--- config.mk ---
export PLATFORM = sky130hd
export DESIGN_NAME = generations_cellular_automata_2d
export DESIGN_NICKNAME = d
export VERILOG_FILES = /design/src/rtl/generations_cellular_automata_2d.sv
export SDC_FILE = /design/constraint.sdc
export NUM_CORES = 1
export LEC_CHECK = 0
export CORE_MARGIN = 3
export CORE_UTILIZATION = 30
export DETAILED_ROUTE_END_ITERATION = 12
export PLACE_DENSITY_LB_ADDON = 0.08
export SETUP_SLACK_MARGIN = 0.5
export SLEW_MARGIN = 25
export SYNTH_ARGS = -nofsm -noshare
export SYNTH_HDL_FRONTEND = slang
export SYNTH_SLANG_ARGS = --single-unit
--- constraint.sdc ---
create_clock -name clk -period 7.9 [get_ports clk]
set_input_delay 1.185 -clock clk [delete_from_list [all_inputs] [get_ports clk]]
set_output_delay 1.185 -clock clk [all_outputs]
set_load 0.01 [all_outputs]
--- src/rtl/generations_cellular_automata_2d.sv ---
// generations_cellular_automata_2d: Generations-family 2D automaton with run control, step budget and extinction/fixed-point stop
module generations_cellular_automata_2d #(
  parameter int Width = 4,
  parameter int Height = 4,
  parameter int StateBits = 2,
  parameter int States = 3,
  parameter int CountBits = 16
) (
  input  logic                              clk,
  input  logic                              rst,
  input  logic                              ce,
  input  logic                              load,
  input  logic [Width*Height-1:0]           set,
  input  logic [8:0]                        survive,
  input  logic [8:0]                        rise,
  input  logic                              wrap,
  input  logic                              start,
  input  logic [CountBits-1:0]              steps,
  input  logic                              stop,
  output logic [Width*Height*StateBits-1:0] state,
  output logic [Width*Height-1:0]           alive,
  output logic                              busy,
  output logic                              done,
  output logic [CountBits-1:0]              generation,
  output logic                              extinct,
  output logic                              stable
);
  localparam int N = Width * Height;
  typedef enum logic {IDLE, RUN} fsm_t;
  fsm_t fsm, fsm_nx;
  logic [CountBits-1:0] remaining;
  logic [N*StateBits-1:0] nxt, ld;
  logic [N-1:0] live;
  logic zero, same, term;
  for (genvar y = 0; y < Height; y++) begin : g_row
    for (genvar x = 0; x < Width; x++) begin : g_col
      localparam int I = y * Width + x;
      logic [8:0] nb;
      logic [3:0] n;
      logic [StateBits-1:0] cur;
      for (genvar d = 0; d < 9; d++) begin : g_nb
        localparam int Xn = x + d % 3 - 1;
        localparam int Yn = y + d / 3 - 1;
        localparam bit Inside = Xn >= 0 && Xn < Width && Yn >= 0 && Yn < Height;
        localparam int Idx = ((Yn + Height) % Height) * Width + (Xn + Width) % Width;
        if (d == 4) begin : g_self
          assign nb[d] = 1'b0;
        end else begin : g_other
          assign nb[d] = (Inside || wrap) && live[Idx];
        end
      end
      assign cur = state[I*StateBits +: StateBits];
      assign live[I] = cur == StateBits'(1);
      assign n = 4'($countones(nb));
      assign ld[I*StateBits +: StateBits] = StateBits'(set[I]);
      // only state 1 counts as a neighbour; states >= 2 just age toward 0
      assign nxt[I*StateBits +: StateBits] = cur == '0 ? StateBits'(rise[n]) :
                                             live[I] ? (survive[n] ? cur : StateBits'(States == 2 ? 0 : 2)) :
                                             cur == StateBits'(States - 1) ? '0 : cur + 1'b1;
    end
  end
  assign zero = nxt == '0;
  assign same = nxt == state;
  // remaining is 0 in free run, so reaching 1 can only happen under a budget
  assign term = zero || same || remaining == CountBits'(1);
  assign alive = live;
  assign busy = fsm == RUN;
  always_comb begin
    fsm_nx = load ? IDLE : fsm == RUN ? ((stop || term) ? IDLE : RUN) : start ? RUN : IDLE;
  end
  always_ff @(posedge clk) begin
    if (rst) fsm <= IDLE;
    else if (ce) fsm <= fsm_nx;
  end
  always_ff @(posedge clk) begin
    done <= 1'b0;
    if (rst) begin
      state <= '0;
      generation <= '0;
      remaining <= '0;
      extinct <= 1'b0;
      stable <= 1'b0;
    end else if (ce) begin
      if (load) begin
        state <= ld;
        generation <= '0;
        extinct <= 1'b0;
        stable <= 1'b0;
      end else if (fsm == RUN && stop) begin
        done <= 1'b1;
      end else if (fsm == IDLE && start) begin
        remaining <= steps;
        extinct <= 1'b0;
        stable <= 1'b0;
      end else if (fsm == RUN) begin
        state <= nxt;
        generation <= generation + CountBits'(generation != '1);
        remaining <= remaining - CountBits'(remaining != '0);
        extinct <= extinct | zero;
        stable <= stable | (same && !zero);
        done <= term;
      end
    end
  end
endmodule

After elaboration in Yosys (flattened, before gate mapping). Index checks and enable logic that the tools add are counted.

Register bits after elaboration: 68. Input port bits: 57. Output and inout bits: 68. Logic and storage cells: 385.

Add/subtract/negate cells: 122. Magnitude comparators: 16. Eq/ne operators: 37. Multiplexer cells: 153. Bitwise operators: 6. Reductions and logical operators: 44.

Operators by type and width (number): $bmux W1 S4 (32); $mux W2 (64); $mux W32 (4); $mux W16 (6); $add A1 B1 Y2 (40); $lt A4 B5 Y1 const B (16); $add A4 B1 Y4 (16); $add A1 B2 Y3 (16); $add A2 B2 Y3 (16); $mux W1 (47); $add A2 B1 Y2 const B (16); $add A3 B3 Y4 (8); $add A3 B4 Y4 (8); $eq A2 B1 Y1 const B (16); $eq A2 B2 Y1 const B (16); $eq A32 B32 Y1 (1); $logic_not A2 Y1 (16); $logic_not A32 Y1 (1); $add A16 B1 Y16 (1); $eq A16 B1 Y1 const B (1); $ne A16 B16 Y1 const B (1); $reduce_bool A16 Y1 (1); $sub A16 B1 Y16 (1); $logic_and A1 B1 Y1 (15); 10 further kinds (19).

Longest topological paths before layout. Gate-level depths: netlist of run 1.

Word-level depth: 19. Mapped depth: 19. Mapped depth without buffers: 18.

Least setup slack after synthesis of run 1. Ideal clock, no wire load.

Kind: input-to-reg. Start: in wrap. End: reg stable. Library setup time: 0.096 ns. Arrival time: 5.500 ns. Data required time: 7.804 ns. Path slack: 2.304 ns. Stages: 16. Path buffers: 1. Path through: clkbuf_1 nand2_1 fa_1 inv_1 fa_1 inv_1 fa_1 fa_1 mux4_2 mux2i_1 mux2_2 o221a_2 nand4_1 or4_1 or2_0 o41ai_2.

Cells in the longest elaborated chain, start to end: 18. Elaborated cells between the ends (all ways): 171. Classes of those cells: 66 x add/sub; 1 x eq/ne; 88 x mux; 1 x bitwise; 15 x reduce/logical.

Ends and longest elaborated chain: from (decl) (line 16) `input logic wrap,`; $logic_and A1 B1 Y1 (line 49) `assign nb[d] = (Inside || wrap) && live[Idx];`; $add A1 B1 Y2 (not written as such) (line 54) `assign n = 4'($countones(nb));`; $add A2 B2 Y3 (not written as such) or $add A1 B2 Y3 (tied branches) (line 54); $add A3 B4 Y4 (not written as such) or $add A3 B3 Y4 (tied branches) (line 54); $add A4 B1 Y4 (not written as such) (line 54); $bmux W1 S4 (line 58) `live[I] ? (survive[n] ? cur : StateBits'(States == 2 ? 0 : 2)) :`; $mux W1 (not written as such) (line 58); $mux W2 (2 in series) (line 58); $mux W2 (line 57) `assign nxt[I*StateBits +: StateBits] = cur == '0 ? StateBits'(rise[n]) :`; $logic_not A32 Y1 (line 62) `assign zero = nxt == '0;`; $logic_not A1 Y1 (line 100) `stable <= stable | (same && !zero);`; $logic_and A1 B1 Y1 * (line 100); $or A1 B1 Y1 * (line 100); $mux W1 * (line 95) `end else if (fsm == RUN) begin`; $mux W1 * (line 91) `end else if (fsm == IDLE && start) begin`; $mux W1 * (line 89) `end else if (fsm == RUN && stop) begin`; $mux W1 * (line 84) `if (load) begin`; to (signal assigned) (line 100); to (decl) (line 26) `output logic stable`.

Every way passes the cells marked *; elsewhere a longest branch is shown, timed or not. The select of a mux whose other input is x is not followed. A chain may end at the register's enable or synchronous reset.

Worst setup path in the final report of run 1.
Start: reg state[28]. End: reg stable.

Cells in the longest elaborated chain, start to end: 19. Elaborated cells between the ends (all ways): 102. Classes of those cells: 29 x add/sub; 3 x eq/ne; 64 x mux; 1 x bitwise; 5 x reduce/logical.

Ends and longest elaborated chain: from (decl) (line 20) `output logic [Width*Height*StateBits-1:0] state,`; from (signal assigned) (line 85) `state <= ld;`; from (signal assigned) (line 96) `state <= nxt;`; $eq A2 B1 Y1 (line 53) `assign live[I] = cur == StateBits'(1);`; $logic_and A1 B1 Y1 (line 49); $add A1 B1 Y2 (not written as such) (line 54); $add A2 B2 Y3 (not written as such) (line 54); $add A3 B4 Y4 (not written as such) (line 54); $add A4 B1 Y4 (not written as such) (line 54); $bmux W1 S4 (line 58); $mux W1 (not written as such) (line 58); (+3 left out); $logic_not A32 Y1 (line 62); $logic_not A1 Y1 (line 100); $logic_and A1 B1 Y1 * (line 100); $or A1 B1 Y1 * (line 100); $mux W1 * (line 95); $mux W1 * (line 91); $mux W1 * (line 89); $mux W1 * (line 84).

Marks and branches as above.

==> results of run 1 <==
==> tightest hold or removal path: stages (launching register included) <==
cell	delay, ns
dfxtp_1	0.32
nand2_1	0.06
a21oi_1	0.05
==> stage by stage <==
stage	util, %	hold slack, ns	worst slack (ns)
6_report	37.2	0.479	1.39
5_1_grt	37.2	0.517	1.18
4_1_cts	37.2	0.482	1.47
3_5_place_dp	36.1	0.466	1.11
3_3_place_gp	36.1	0.464	1.23
2_1_floorplan	-	0.445	2.30
==> synthesized netlist by cell type, types with 9 or more instances <==
master	instances	area share [%]
fa_1	67	14
nor2_1	78	3.0
a21o_1	10	0.77
a22oi_1	10	0.77
inv_1	128	4.9
o211ai_1	9	0.69
a31oi_1	26	1.7
mux4_2	53	12
o21ai_0	26	1.3
nand4_1	14	0.90
clkbuf_1	53	2.0
nand2b_1	20	1.3
mux2i_1	24	2.5
xor2_1	17	1.5
xnor2_1	16	1.4
a21oi_1	50	2.6
ha_1	81	10
nand3_1	47	2.4
nor2b_1	27	1.7
or3_1	9	0.58
nor3_1	25	1.3
nand2_1	72	2.8
dfxtp_1	68	14
==> registers in the layout, summed over array words and instances (netlist names) <==
register	cells
stable	1
busy	1
remaining	16
generation	16
state	32
extinct	1
done	1
==> layout by cell type, fill, tap and decap left out, types with 6 or more instances in the layout <==
| cell type | instances |
|---|---|
| a211oi_1 | 6 |
| o21ai_0 | 26 |
| o211ai_1 | 9 |
| fa_1 | 67 |
| nor4_1 | 8 |
| nand2_1 | 72 |
| o21ai_1 | 6 |
| ha_1 | 81 |
| nand4_1 | 14 |
| a2111oi_0 | 7 |
| or4_1 | 8 |
| or3_1 | 9 |
| a31oi_1 | 26 |
| dfxtp_1 | 68 |
| a21oi_1 | 50 |
| nor3_1 | 25 |
| nor2_1 | 78 |
| inv_1 | 128 |
| nand3_1 | 47 |
| nand4b_1 | 6 |
| clkbuf_16 | 9 |
| clkdlybuf4s50_1 | 123 |
| mux2_2 | 7 |
| and2_1 | 8 |
| mux4_2 | 53 |
| xor2_1 | 17 |
| o21a_1 | 8 |
| buf_4 | 26 |
| mux2i_1 | 24 |
| a22oi_1 | 10 |
| o22ai_1 | 6 |
| nor2b_1 | 26 |
| a21o_1 | 10 |
| nand2b_1 | 20 |
| xnor2_1 | 16 |
==> power by group <==
group / switching [mW] / total [mW] / internal, mW / leakage [nW]
logic: 0.490 / 0.907 / 0.417 / 4.12
registers: 0.0142 / 0.368 / 0.354 / 0.551
clock network: 0.164 / 0.452 / 0.288 / 0.160
==> cell families after synthesis <==
family	after synthesis	synth area share (%)
and+or+nand+nor	355	18.8
AOI/OAI and AO/OA	218	15.5
buffers and inverters	191	7.47
adders and majority gates	148	24.1
muxes	92	17.0
DFF	68	13.9
xor gates and xnor gates	35	3.29
==> area by class of cell <==
cell class,instances,area (um2),share of cell area (%)
clock buffers,10,239,2.01
flip-flops and latches,68,1360,11.5
multi-input cells,848,7700,64.9
clock inverters,6,93.8,0.790
well taps,435,544,4.58
repair buffers,151,1450,12.2
inverters,129,484,4.08
==> worst max-delay path by stage <==
stage                                 startpoint                  end  slack (ns)
after floorplan                             wrap  stable$_SDFFE_PP0P_        2.30
after global placement                      wrap  stable$_SDFFE_PP0P_        1.23
after detailed placement                    wrap  stable$_SDFFE_PP0P_        1.11
after CTS                 state[28]$_SDFFE_PP0P_  stable$_SDFFE_PP0P_        1.47
after global routing                        wrap  stable$_SDFFE_PP0P_        1.18
final                     state[28]$_SDFFE_PP0P_  stable$_SDFFE_PP0P_        1.39
==> metal layers <==
| layer | track usage [%] | vias up | wire length, um |
|---|---|---|---|
| met5 | 0 | - | 0 |
| met4 | 6.37 | 0 | 1050 |
| met3 | 4.49 | 61 | 2420 |
| met2 | 38.3 | 338 | 19200 |
| met1 | 29.2 | 4484 | 17000 |
| li1 | - | 4186 | - |
==> impl_metrics.json, run 1 <==
{
  "antenna_cells": 0,
  "clk_latency_ns": 0.34,
  "power_density_mw_per_mm2": 145,
  "postRouteAntennaNets": 0,
  "track_usage_pct": 22.5,
  "ys_ff_latch": 68,
  "cts_hold_buf": 0,
  "fmax_mhz": 154,
  "critical_path_class": "register to register",
  "synth_fp_nets": 1312,
  "cpLargestDelayFamily": "adder cells",
  "p_leak_nw": 4.83,
  "fin_crit_ns": 6.51,
  "syn_inst": 1107,
  "start_util_pct": 30.7,
  "yosysSeqAreaShare_pct": 13.9,
  "yosys_warnings": 0,
  "critPathCaptureType": "register",
  "fin_worst_skew_ns": 0.00914,
  "overflow": 0,
  "layoutNonFillerInstCount": 1647,
  "numClockSinks": 68,
  "worst_hold_path_type": "register to register",
  "vias": 9069,
  "via_per_inst": 5.51,
  "h-tree-depth": 3,
  "regToRegEndpoint": "stable$_SDFFE_PP0P_",
  "status": "complete, no violations",
  "path_clk_slew_ns": 0.06,
  "cp.depth": 16,
  "antenna_found_initial": 0,
  "power_mw": 1.73,
  "synth-main-ff-cell": "dfxtp_1",
  "crit_buf_inv": 3,
  "fin_crit_sh_pct": 82.4,
  "timing.critical_path.from_type": "register",
  "slowest_stage": "nor2b_1",
  "ir_worst_vdd_v": 0.0000956,
  "path_common_cell": "fa_1",
  "grt_max_degree": 59,
  "cts_tree": "yes",
  "drv_cap": 0,
  "final_nets": 1412,
  "setup-tns-final_ns": 0,
  "coreArea_mm2": 0.0319,
  "cts_max_path_buffers": 2,
  "synth-edff-count": 0,
  "drive_above_1_share_pct": 9.90,
  "wl_per_cell_um": 24.1,
  "slew-limit-headroom_pct": 26.8,
  "totalWireLength_mm": 39.7,
  "regToRegStartpoint": "state[28]$_SDFFE_PP0P_",
  "io-pin-count": 125,
  "syn_area_mm2": 0.00978,
  "drtIter0Drc": 620,
  "async_reset_ff_share_pct": 0,
  "postCtsSetupRepairBufs": 0,
  "syn_avg_cell_area_um2": 8.84,
  "cp.arrival_ns": 6.75,
  "hold_start": "remaining[0]$_SDFFE_PP0P_",
  "grt_pass1_wl_mm": 59.8,
  "placed_cell_area_mm2": 0.0115,
  "firstDrtPassIters": 5,
  "hold_path_end": "remaining[0]$_SDFFE_PP0P_",
  "rsz0062_at_grt": "no",
  "place.gp.congestion": 0.902,
  "reg2reg_slack_ns": 1.39,
  "port-buffer-count": 124,
  "cp.required_ns": 8.13,
  "hold_viol_final": 0,
  "tightest_slew_ns": 1.09,
  "r2r_cells": 16,
  "die_area_mm2": 0.0348,
  "fp.dieW_um": 187,
  "cts_root_buffer": "clkbuf_16",
  "hpwlAfterDp_mm": 30.9,
  "nFillCells": 3322,
  "fin_area_mm2": 0.0119,
  "dp_cells": 1630,
  "crit_path_cell_trace": "nor2b_1 -> inv_1 -> fa_1 -> inv_1 -> fa_1 -> fa_1 -> inv_1 -> fa_1 -> mux4_2 -> a2111o_1 -> o221ai_1 -> a2111oi_0 -> nand4_1 -> or4_1 -> or2_0 -> o41ai_2",
  "first_global_vias": 9460,
  "hold_depth": 2,
  "critPathMaxStageDelay_ns": 0.84,
  "die_y_um": 187,
  "drc": 0,
  "yosysUniqueCellTypes": 81,
  "slew_viol_final": 0,
  "cts_resized": 0,
  "critical_path.max_fanout": 6,
  "num_rows": 65,
  "final-setup-viol-count": 0,
  "numCtsBuffers": 9,
  "area_delta_synth_final_pct": 21.4
}
Power figures use the tool's default switching activity.
==> run 2: changes to the inputs <==
==> constraint.sdc (replaced) <==
create_clock -name clk -period 6.3 [get_ports clk]
set_input_delay 0.945 -clock clk [delete_from_list [all_inputs] [get_ports clk]]
set_output_delay 0.945 -clock clk [all_outputs]
set_load 0.01 [all_outputs]
==> run 2 against run 1 <==
  * Sequential share of layout area down 0.20 points
  * Wire length up 4.1%
  * Via count up 3.4%
  * Combinational power up 31%
  * Cell count up 1.8%
  * Clock skew down 0.0029 ns
  * Sequential power up 26%
  * Flip-flop and latch count unchanged
  * Highest routed layer unchanged
  * Final area up 2.1%
  * Largest cell class unchanged
  * Maximum frequency up 18%
  * Core utilization up 0.78 points
==> impl_metrics.json, run 2 (same netlist as run 1, synthesis figures left out) <==
{
  "pre_cts_ws_ns": 0.158,
  "fmax_mhz": 181,
  "numCtsBuffers": 9,
  "final-setup-viol-count": 0,
  "fin_worst_skew_ns": 0.00623,
  "cts_root_buffer": "clkbuf_16",
  "tightest_slew_ns": 1.12,
  "gr-usage-met3_pct": 2.78,
  "area_delta_synth_final_pct": 23.9,
  "overflow": 0,
  "firstDrtPassIters": 5,
  "critPathCaptureType": "register",
  "met1_usage_pct": 33.4,
  "worst_slack_ns": 0.776,
  "status": "complete, no violations",
  "hpwlAfterDp_mm": 31.6,
  "track_usage_pct": 23.5,
  "ir_worst_vdd_v": 0.000119,
  "drtIter0Drc": 810,
  "drv_cap": 0,
  "p_leak_nw": 4.98,
  "port-buffer-count": 124,
  "die_y_um": 187,
  "fp.dieW_um": 187,
  "critical_path.max_fanout": 6,
  "hold_viol_final": 0,
  "slew-limit-headroom_pct": 24.8,
  "setup-tns-final_ns": 0,
  "cts_hold_buf": 0,
  "antenna_cells": 0,
  "cp.required_ns": 6.53,
  "postRouteAntennaNets": 0,
  "path_clk_slew_ns": 0.06,
  "wl_per_cell_um": 24.6,
  "grt_max_degree": 33,
  "final_common_cell": "inv_1",
  "placed_cell_area_mm2": 0.0117,
  "final_cell_mix": "inv_1, clkdlybuf4s50_1, ha_1",
  "timing.critical_path.from_type": "register",
  "fin_crit_ns": 5.52,
  "coreArea_mm2": 0.0319,
  "slew_viol_final": 0,
  "clk_latency_ns": 0.33,
  "cts_max_path_buffers": 2,
  "largest_reg_flops": 32,
  "first_global_vias": 9444,
  "critical_path_class": "register to register",
  "fin_crit_sh_pct": 87.7,
  "io-pin-count": 125,
  "drc": 0,
  "cts_tree": "yes",
  "busiest_layer": "met2",
  "via_per_inst": 5.60,
  "rsz0062_at_grt": "no",
  "grt_use_met2_pct": 37.5,
  "die_area_mm2": 0.0348,
  "start_util_pct": 30.7,
  "num_rows": 65,
  "numClockSinks": 68,
  "fin_area_mm2": 0.0121,
  "reg2reg_slack_ns": 0.78,
  "antenna_found_initial": 0,
  "layout_top_registers": "state x32, generation x16, remaining x16",
  "h-tree-depth": 3,
  "place.gp.congestion": 0.883,
  "vias": 9378,
  "largest_register": "state",
  "grt_pass1_wl_mm": 61.8,
  "drive_above_1_share_pct": 12.8,
  "timing.hold.ws_ns": 0.480,
  "cp.arrival_ns": 5.76,
  "power_density_mw_per_mm2": 183,
  "worst_hold_path_type": "register to register",
  "totalWireLength_mm": 41.3,
  "final_nets": 1441
}
-- run 2: cell count changes in the layout (fill, tap and decap cells not counted), moves of 2 or more --
cell       change
nor2b_2        +2
dfxtp_1        -3
nor2b_1        -2
fa_1           -2
dfxtp_2        +3
fa_2           +2
a2111oi_0      -3
a2111oi_1      +3
buf_4         +30
inv_6          -3
-- run 2: layout make-up --
type | count | area, um2
Clock buffer | 11 | 253
Clock inverter | 5 | 83.8
Multi-Input combinational cell | 848 | 7730
Fill cell | 3289 | 19800
Sequential cell | 68 | 1370
Inverter | 129 | 484
Tap cell | 435 | 544
Timing Repair Buffer | 180 | 1660
-- run 2: worst paths after layout --
check / from / cells past startpoint / end
worst max register to register: state[28]$_SDFFE_PP0P_ / 17 / stable$_SDFFE_PP0P_
worst min-delay path: remaining[0]$_SDFFE_PP0P_ / 2 / remaining[0]$_SDFFE_PP0P_
worst max-delay path: state[28]$_SDFFE_PP0P_ / 17 / stable$_SDFFE_PP0P_
worst min register to register: remaining[0]$_SDFFE_PP0P_ / 2 / remaining[0]$_SDFFE_PP0P_
-- run 2: power by group --
part / leakage, nW / switching (mW) / internal [mW]
clock: 0.158 / 0.199 / 0.369
combinational: 4.27 / 0.634 / 0.552
sequential: 0.552 / 0.0181 / 0.444
-- run 2: worst max-delay path, cell delays in order, from the launching register on --
cell and delay [ns]:
dfxtp_1 0.48, nor2b_1 0.42, inv_2 0.23, fa_1 0.58, inv_1 0.06, fa_1 0.50
fa_1 0.48, inv_1 0.09, fa_1 0.47, buf_4 0.18, mux4_2 0.27, mux2i_1 0.14
mux2i_1 0.19, nand2b_1 0.17, nand4_1 0.10, or4_1 0.56, or2_0 0.24, o41ai_2 0.25
-- run 2: repair_timing --
action,in CTS,in global routing
cloned,0,0
endpoints found under the setup margin,2,4
gates resized for setup,3,12
setup buffers,0,1
pin swaps,0,1
-- run 2: metal layers --
metal  share of wire, %  vias up
met5                  0        -
met4                3.2        0
met3                6.2       71
met2                 46      358
met1                 45     4704
li1                   -     4245
-- run 2: metrics by stage --
| step | std cells | total power [mW] | utilization [%] |
|---|---|---|---|
| 3_3_place_gp | 1659 | 1.64 | 36.8 |
| 6_report | 1676 | 2.21 | 38.0 |
| 5_1_grt | 1676 | 2.36 | 38.0 |
| 2_1_floorplan | 1107 | 1.27 | - |
| 4_1_cts | 1675 | 2.22 | 37.9 |
| 3_5_place_dp | 1659 | 1.64 | 36.8 |
